`config.mk`:
```
export PLATFORM = sky130hd
export DESIGN_NAME = hazard_controller
export DESIGN_NICKNAME = d
export VERILOG_FILES = /design/src/rtl/hazard_controller.sv
export SDC_FILE = /design/constraint.sdc
export NUM_CORES = 1
export LEC_CHECK = 0
export ABC_AREA = 1
export CAP_MARGIN = 20
export CORE_MARGIN = 3
export CORE_UTILIZATION = 41
export CTS_BUF_LIST = sky130_fd_sc_hd__clkbuf_4 sky130_fd_sc_hd__clkbuf_8
export DETAILED_ROUTE_END_ITERATION = 7
export GPL_TIMING_DRIVEN = 0
export PLACE_DENSITY = 0.79
export SKIP_CTS_REPAIR_TIMING = 1
export SLEW_MARGIN = 20
export SYNTH_ARGS = -nofsm -noshare
export SYNTH_HDL_FRONTEND = slang
export SYNTH_SLANG_ARGS = --single-unit
```
`constraint.sdc`:
```
create_clock -name clk -period 1.65 [get_ports clk]
set_input_delay 0.495 -clock clk [delete_from_list [all_inputs] [get_ports clk]]
set_output_delay 0.495 -clock clk [all_outputs]
set_load 0.1 [all_outputs]
```
`src/rtl/hazard_controller.sv`:
```
`default_nettype none
// ============================================================================
//  Module   : hazard_controller
//  Brief    : Pipeline hazard unit: operand forwarding, load-use stall,
//             branch flush, data-memory wait/timeout FSM and stall counter.
//  Revision : 1.0 - initial release
// ============================================================================
module hazard_controller #(
    parameter int TIMEOUT = 16
) (
    input  logic        clk,
    input  logic        rst_n,
    input  logic [4:0]  Rs1D,
    input  logic [4:0]  Rs2D,
    input  logic [4:0]  Rs1E,
    input  logic [4:0]  Rs2E,
    input  logic [4:0]  RdE,
    input  logic [4:0]  RdM,
    input  logic [4:0]  RdW,
    input  logic        RegWriteM,
    input  logic        RegWriteW,
    input  logic [1:0]  ResultSrcE,
    input  logic        PCSrcE,
    input  logic        MemReqM,
    input  logic        MemReadyM,
    output logic [1:0]  ForwardAE,
    output logic [1:0]  ForwardBE,
    output logic        StallF,
    output logic        StallD,
    output logic        StallE,
    output logic        StallM,
    output logic        FlushD,
    output logic        FlushE,
    output logic        FlushW,
    output logic        MemErr,
    output logic [15:0] StallCnt
);

    // WaitCnt only has to reach TIMEOUT-1 before the FSM leaves WAIT.
    localparam int CW = (TIMEOUT > 1) ? $clog2(TIMEOUT) : 1;
    localparam logic [CW-1:0] WAIT_LAST = CW'(TIMEOUT - 1);

    typedef enum logic [1:0] {
        ST_IDLE  = 2'd0,
        ST_WAIT  = 2'd1,
        ST_ERROR = 2'd2
    } state_t;

    state_t         state_q;
    logic [CW-1:0]  wait_cnt_q;
    logic [15:0]    stall_cnt_q;
    logic [15:0]    stall_cnt_d;
    logic           lw_stall;
    logic           mem_stall;
    logic           in_error;

    // Operand forwarding: the younger result in Memory wins over Writeback.
    always_comb begin
        ForwardAE = 2'b00;
        ForwardBE = 2'b00;
        if (RegWriteM && (RdM != 5'd0) && (RdM == Rs1E))
            ForwardAE = 2'b10;
        else if (RegWriteW && (RdW != 5'd0) && (RdW == Rs1E))
            ForwardAE = 2'b01;
        if (RegWriteM && (RdM != 5'd0) && (RdM == Rs2E))
            ForwardBE = 2'b10;
        else if (RegWriteW && (RdW != 5'd0) && (RdW == Rs2E))
            ForwardBE = 2'b01;
    end

    assign in_error  = (state_q == ST_ERROR);
    assign lw_stall  = (ResultSrcE == 2'b01) && (RdE != 5'd0) &&
                       ((RdE == Rs1D) || (RdE == Rs2D));
    // A ready in the same cycle as the request releases the stall at once.
    assign mem_stall = !in_error && MemReqM && !MemReadyM;

    // Stall/flush arbitration: error freezes, memory wait dominates, then branch over load-use.
    always_comb begin
        StallF = 1'b0;
        StallD = 1'b0;
        StallE = 1'b0;
        StallM = 1'b0;
        FlushD = 1'b0;
        FlushE = 1'b0;
        FlushW = 1'b0;
        if (in_error) begin
            StallF = 1'b1;
            StallD = 1'b1;
            StallE = 1'b1;
            StallM = 1'b1;
        end else if (mem_stall) begin
            // Execute is held, so a pending branch flushes once the wait ends.
            StallF = 1'b1;
            StallD = 1'b1;
            StallE = 1'b1;
            StallM = 1'b1;
            FlushW = 1'b1;
        end else begin
            StallF = lw_stall && !PCSrcE;
            StallD = lw_stall && !PCSrcE;
            FlushD = PCSrcE;
            FlushE = lw_stall || PCSrcE;
        end
    end

    // Memory wait FSM with timeout counter; ERROR is left only through reset.
    always_ff @(posedge clk or negedge rst_n) begin
        if (!rst_n) begin
            state_q    <= ST_IDLE;
            wait_cnt_q <= '0;
        end else begin
            case (state_q)
                ST_IDLE: begin
                    wait_cnt_q <= '0;
                    if (MemReqM && !MemReadyM)
                        state_q <= ST_WAIT;
                end
                ST_WAIT: begin
                    if (MemReadyM) begin
                        state_q    <= ST_IDLE;
                        wait_cnt_q <= '0;
                    end else if (wait_cnt_q == WAIT_LAST) begin
                        state_q    <= ST_ERROR;
                        wait_cnt_q <= '0;
                    end else begin
                        wait_cnt_q <= wait_cnt_q + 1'b1;
                    end
                end
                ST_ERROR: begin
                    wait_cnt_q <= '0;
                end
                default: begin
                    state_q    <= ST_IDLE;
                    wait_cnt_q <= '0;
                end
            endcase
        end
    end

    assign MemErr = in_error;

    // Saturating count of cycles lost to any stall outside the error state.
    always_comb begin
        stall_cnt_d = stall_cnt_q;
        if (!in_error && (mem_stall || lw_stall) && (stall_cnt_q != 16'hFFFF))
            stall_cnt_d = stall_cnt_q + 16'd1;
    end

    // Performance counter register.
    always_ff @(posedge clk or negedge rst_n) begin
        if (!rst_n)
            stall_cnt_q <= 16'd0;
        else
            stall_cnt_q <= stall_cnt_d;
    end

    assign StallCnt = stall_cnt_q;

endmodule
`default_nettype wire

```
==> results of run 1 <==
cell type report:
class	instances	area, um2
Multi-Input combinational cell	196	1410
Fill cell	287	952
Timing Repair Buffer	80	821
Sequential cell	22	588
Inverter	29	111
Buffer	8	104
Tap cell	50	62.6
Clock buffer	3	41.3
Clock inverter	1	30.0
cells by family (layout without fill, tap and decap cells):
group	after synthesis	after routing
AOI/OAI and AO/OA	8	8
xor gates and xnor gates	34	34
adders and majority gates	2	2
buffers and inverters	37	121
DFF	22	22
and+or+nand+nor	152	152
worst max-delay path, stage by stage:
cell	delay, ns
clkbuf_2	0.09
nor2_2	0.09
nor2_1	0.05
nor2_2	0.10
nand3_1	0.09
nand2_2	0.10
nand2_4	0.07
a31oi_4	0.21
buf_12	0.13
buf_12	0.16
power by group through the flow:
stage | logic, uW | registers [uW] | clock network, uW
finish | 1990 | 761 | 505
floorplan | 980 | 1100 | 0
detailed placement | 1770 | 770 | 0
CTS | 1770 | 759 | 521
global route | 2080 | 774 | 544
global placement | 1750 | 766 | 0
how the worst min path moves through the flow:
stage | startpoint | endpoint | slack, ns | cells after the start
6_report | rst_n | wait_cnt_q[2]$_DFF_PN0_ | 0.39 | 1
3_5_place_dp | wait_cnt_q[0]$_DFF_PN0_ | wait_cnt_q[0]$_DFF_PN0_ | 0.45 | 1
2_1_floorplan | rst_n | StallCnt[10]$_DFFE_PN0P_ | 0.20 | 0
3_3_place_gp | wait_cnt_q[0]$_DFF_PN0_ | wait_cnt_q[0]$_DFF_PN0_ | 0.45 | 1
4_1_cts | wait_cnt_q[0]$_DFF_PN0_ | wait_cnt_q[0]$_DFF_PN0_ | 0.46 | 1
5_1_grt | rst_n | wait_cnt_q[2]$_DFF_PN0_ | 0.45 | 1
per-stage QoR:
stage	total power [uW]	setup WS (ns)	util, %	hold slack (ns)	cell area, um2
2_1_floorplan	2080	-1.27	-	0.199	2030
3_3_place_gp	2520	-1.91	68.1	0.450	2800
3_5_place_dp	2540	-1.96	68.1	0.451	2800
4_1_cts	3050	-1.96	69.8	0.462	2870
5_1_grt	3400	-0.518	76.9	0.452	3160
6_report	3260	-0.431	76.9	0.394	3160
routing by layer:
metal	part of all wire (%)	GRT usage, %
met1	41	23.0
met2	53	32.5
met3	4.4	4.02
met4	1.8	5.12
met5	0	0
placed cells by master (no fill, tap or decap), types with 4 or more instances in the layout:
master,count
buf_12,11
nand3_1,12
dfrtp_4,7
nor2_4,7
xor2_4,4
buf_2,5
inv_1,18
dfrtp_2,9
buf_4,12
inv_2,9
nor2_2,7
nor2_1,14
buf_6,23
clkbuf_2,13
dfrtp_1,6
xnor2_2,6
xnor2_1,12
nand2_1,72
nand3_2,5
nand2_2,4
xor2_1,11
buf_8,4
dlymetal6s2s_1,11
nand4_1,19
clkbuf_4,9
sequential cells by signal (all words and copies together), names as in the netlist:
name / count
wait_cnt_q: 4
state_q: 2
StallCnt: 16
==> out/metrics.cfg, run 1 <==
[status]
status = finished with violations
violations = setup timing

[logic_synthesis]
synth_edf_count = 0
synth_top_family_by_area = simple AND/OR/NAND/NOR gates
netlist_top_cells_area = dfrtp_1, nand2_1, xnor2_1, xor2_1, nand4_1
synth_cell_types = 26
yosysSeqAreaShare_pct = 30.4
syn-cell-area_um2 = 1810
synth-main-ff-cell = dfrtp_1
synth_fa_ha_area_share_pct = 1.38
yosys_register_bits = 22
netlist_instances = 255
synth_area_leader_cell = dfrtp_1
yosys_warnings = 0
synth.mux.area_fraction_pct = 0
yosys-top-cells-count = nand2_1, inv_1, nor2_1
synth-xor-area-share_pct = 16.5
synthMostInstantiatedCell = nand2_1
synthSimpleGateAreaFrac_pct = 38.8
synth-compound-area-share_pct = 2.42
syn-mean-instance-area_um2 = 7.10
syn_nets = 301
async_reset_ff_share_pct = 100
synth_top_area_share_pct = 30.4

[power_and_ir_drop]
swShare_pct = 49.0
power_density_nw_per_um2 = 1030
seqPwrFrac_pct = 23.4
internal_power_uw = 1660
pwr-share-clk_pct = 15.5
comb_power_share_pct = 61.1
p_sw_uw = 1600
ir_drop_uv = 569
leakage_uw = 0.00159

[critical_path]
crit_end = StallF
reg2reg_setup_slack_ns = 0.13
crit_fanout = 3
critPathArrivalTime_ns = 1.59
required_ns = 1.15
startpoint_type = primary input
reg2reg_from = StallCnt[0]$_DFFE_PN0P_
crit_path_start = Rs2D[0]
worstSetupPathType = in -> out
end_kind = output port
timing.rr.end = StallCnt[10]$_DFFE_PN0P_
r2r_cells = 7

[clock_network]
cts_root_buf = clkbuf_8
clock_sinks = 22
cts_tree = yes
clk_pin_slew_ns = 0.08
cts-buffers-inserted = 3
clock_latency_ns = 0.26
htreeDepth = 1
cts_buffer_depth = 2

[drt]
dr_total_vias = 1970
avgViaCountPerCell = 5.06
postRouteWirelength_mm = 5.39
firstDrtPassIters = 4
drtAntennaViolNets = 0
drt_iter0_drc = 70
route.detailed.drc = 0
wire_per_inst_um = 13.9

[sta]
finalCritPeriodShare_pct = 126
rsz0062_at_grt = true
finalCriticalPeriod_ns = 2.08
tightest_slew_ns = 1.01
setup_slack_ns = -0.431
finalHoldViolCount = 0
relSlewSlack_pct = 32.3
finalSetupViolations = 12
fmax_ghz = 0.481
fin_skew_ns = 0.00113
slew_viol_final = 0
fin_tns_setup_ns = -2.94

[job]
maxCapViolations = 0

[finish]
syn_to_final_growth_pct = 74.8
final_cells = 389
drive_above_1_share_pct = 45.4
final_nets = 386
antennaDiodeCount = 0

[floorplanning]
die_h_um = 72.4
dieArea_um2 = 5250
die_w_um = 72.4
rows = 23
io_pins = 72
core_um2 = 4120
initial_utilization_pct = 44.0

[grt]
grtUsageTotal_pct = 18.6
grt_pass1_vias = 1742
grt_pass1_wl_mm = 7.78
grt_antenna_before_repair = 0
grt_max_degree = 23
grt_overflow = 0

[placed_design]
place_congestion = 0.815
post-dp-hpwl_mm = 3.99
place_inst = 376
portBuffers = 71

[worst_hold_path]
hold_class = in -> async

Power figures use the tool's default switching activity.
==> run 2: changes to the inputs <==
--- a/config.mk
+++ b/config.mk
@@ -10,6 +10,7 @@
 export CORE_MARGIN = 3
 export CORE_UTILIZATION = 41
 export CTS_BUF_LIST = sky130_fd_sc_hd__clkbuf_4 sky130_fd_sc_hd__clkbuf_8
+export CTS_CLUSTER_DIAMETER = 100
 export DETAILED_ROUTE_END_ITERATION = 7
 export GPL_TIMING_DRIVEN = 0
 export PLACE_DENSITY = 0.79
==> results of run 2 <==
The final DEF is identical to that of run 1; final timing and power are the same.
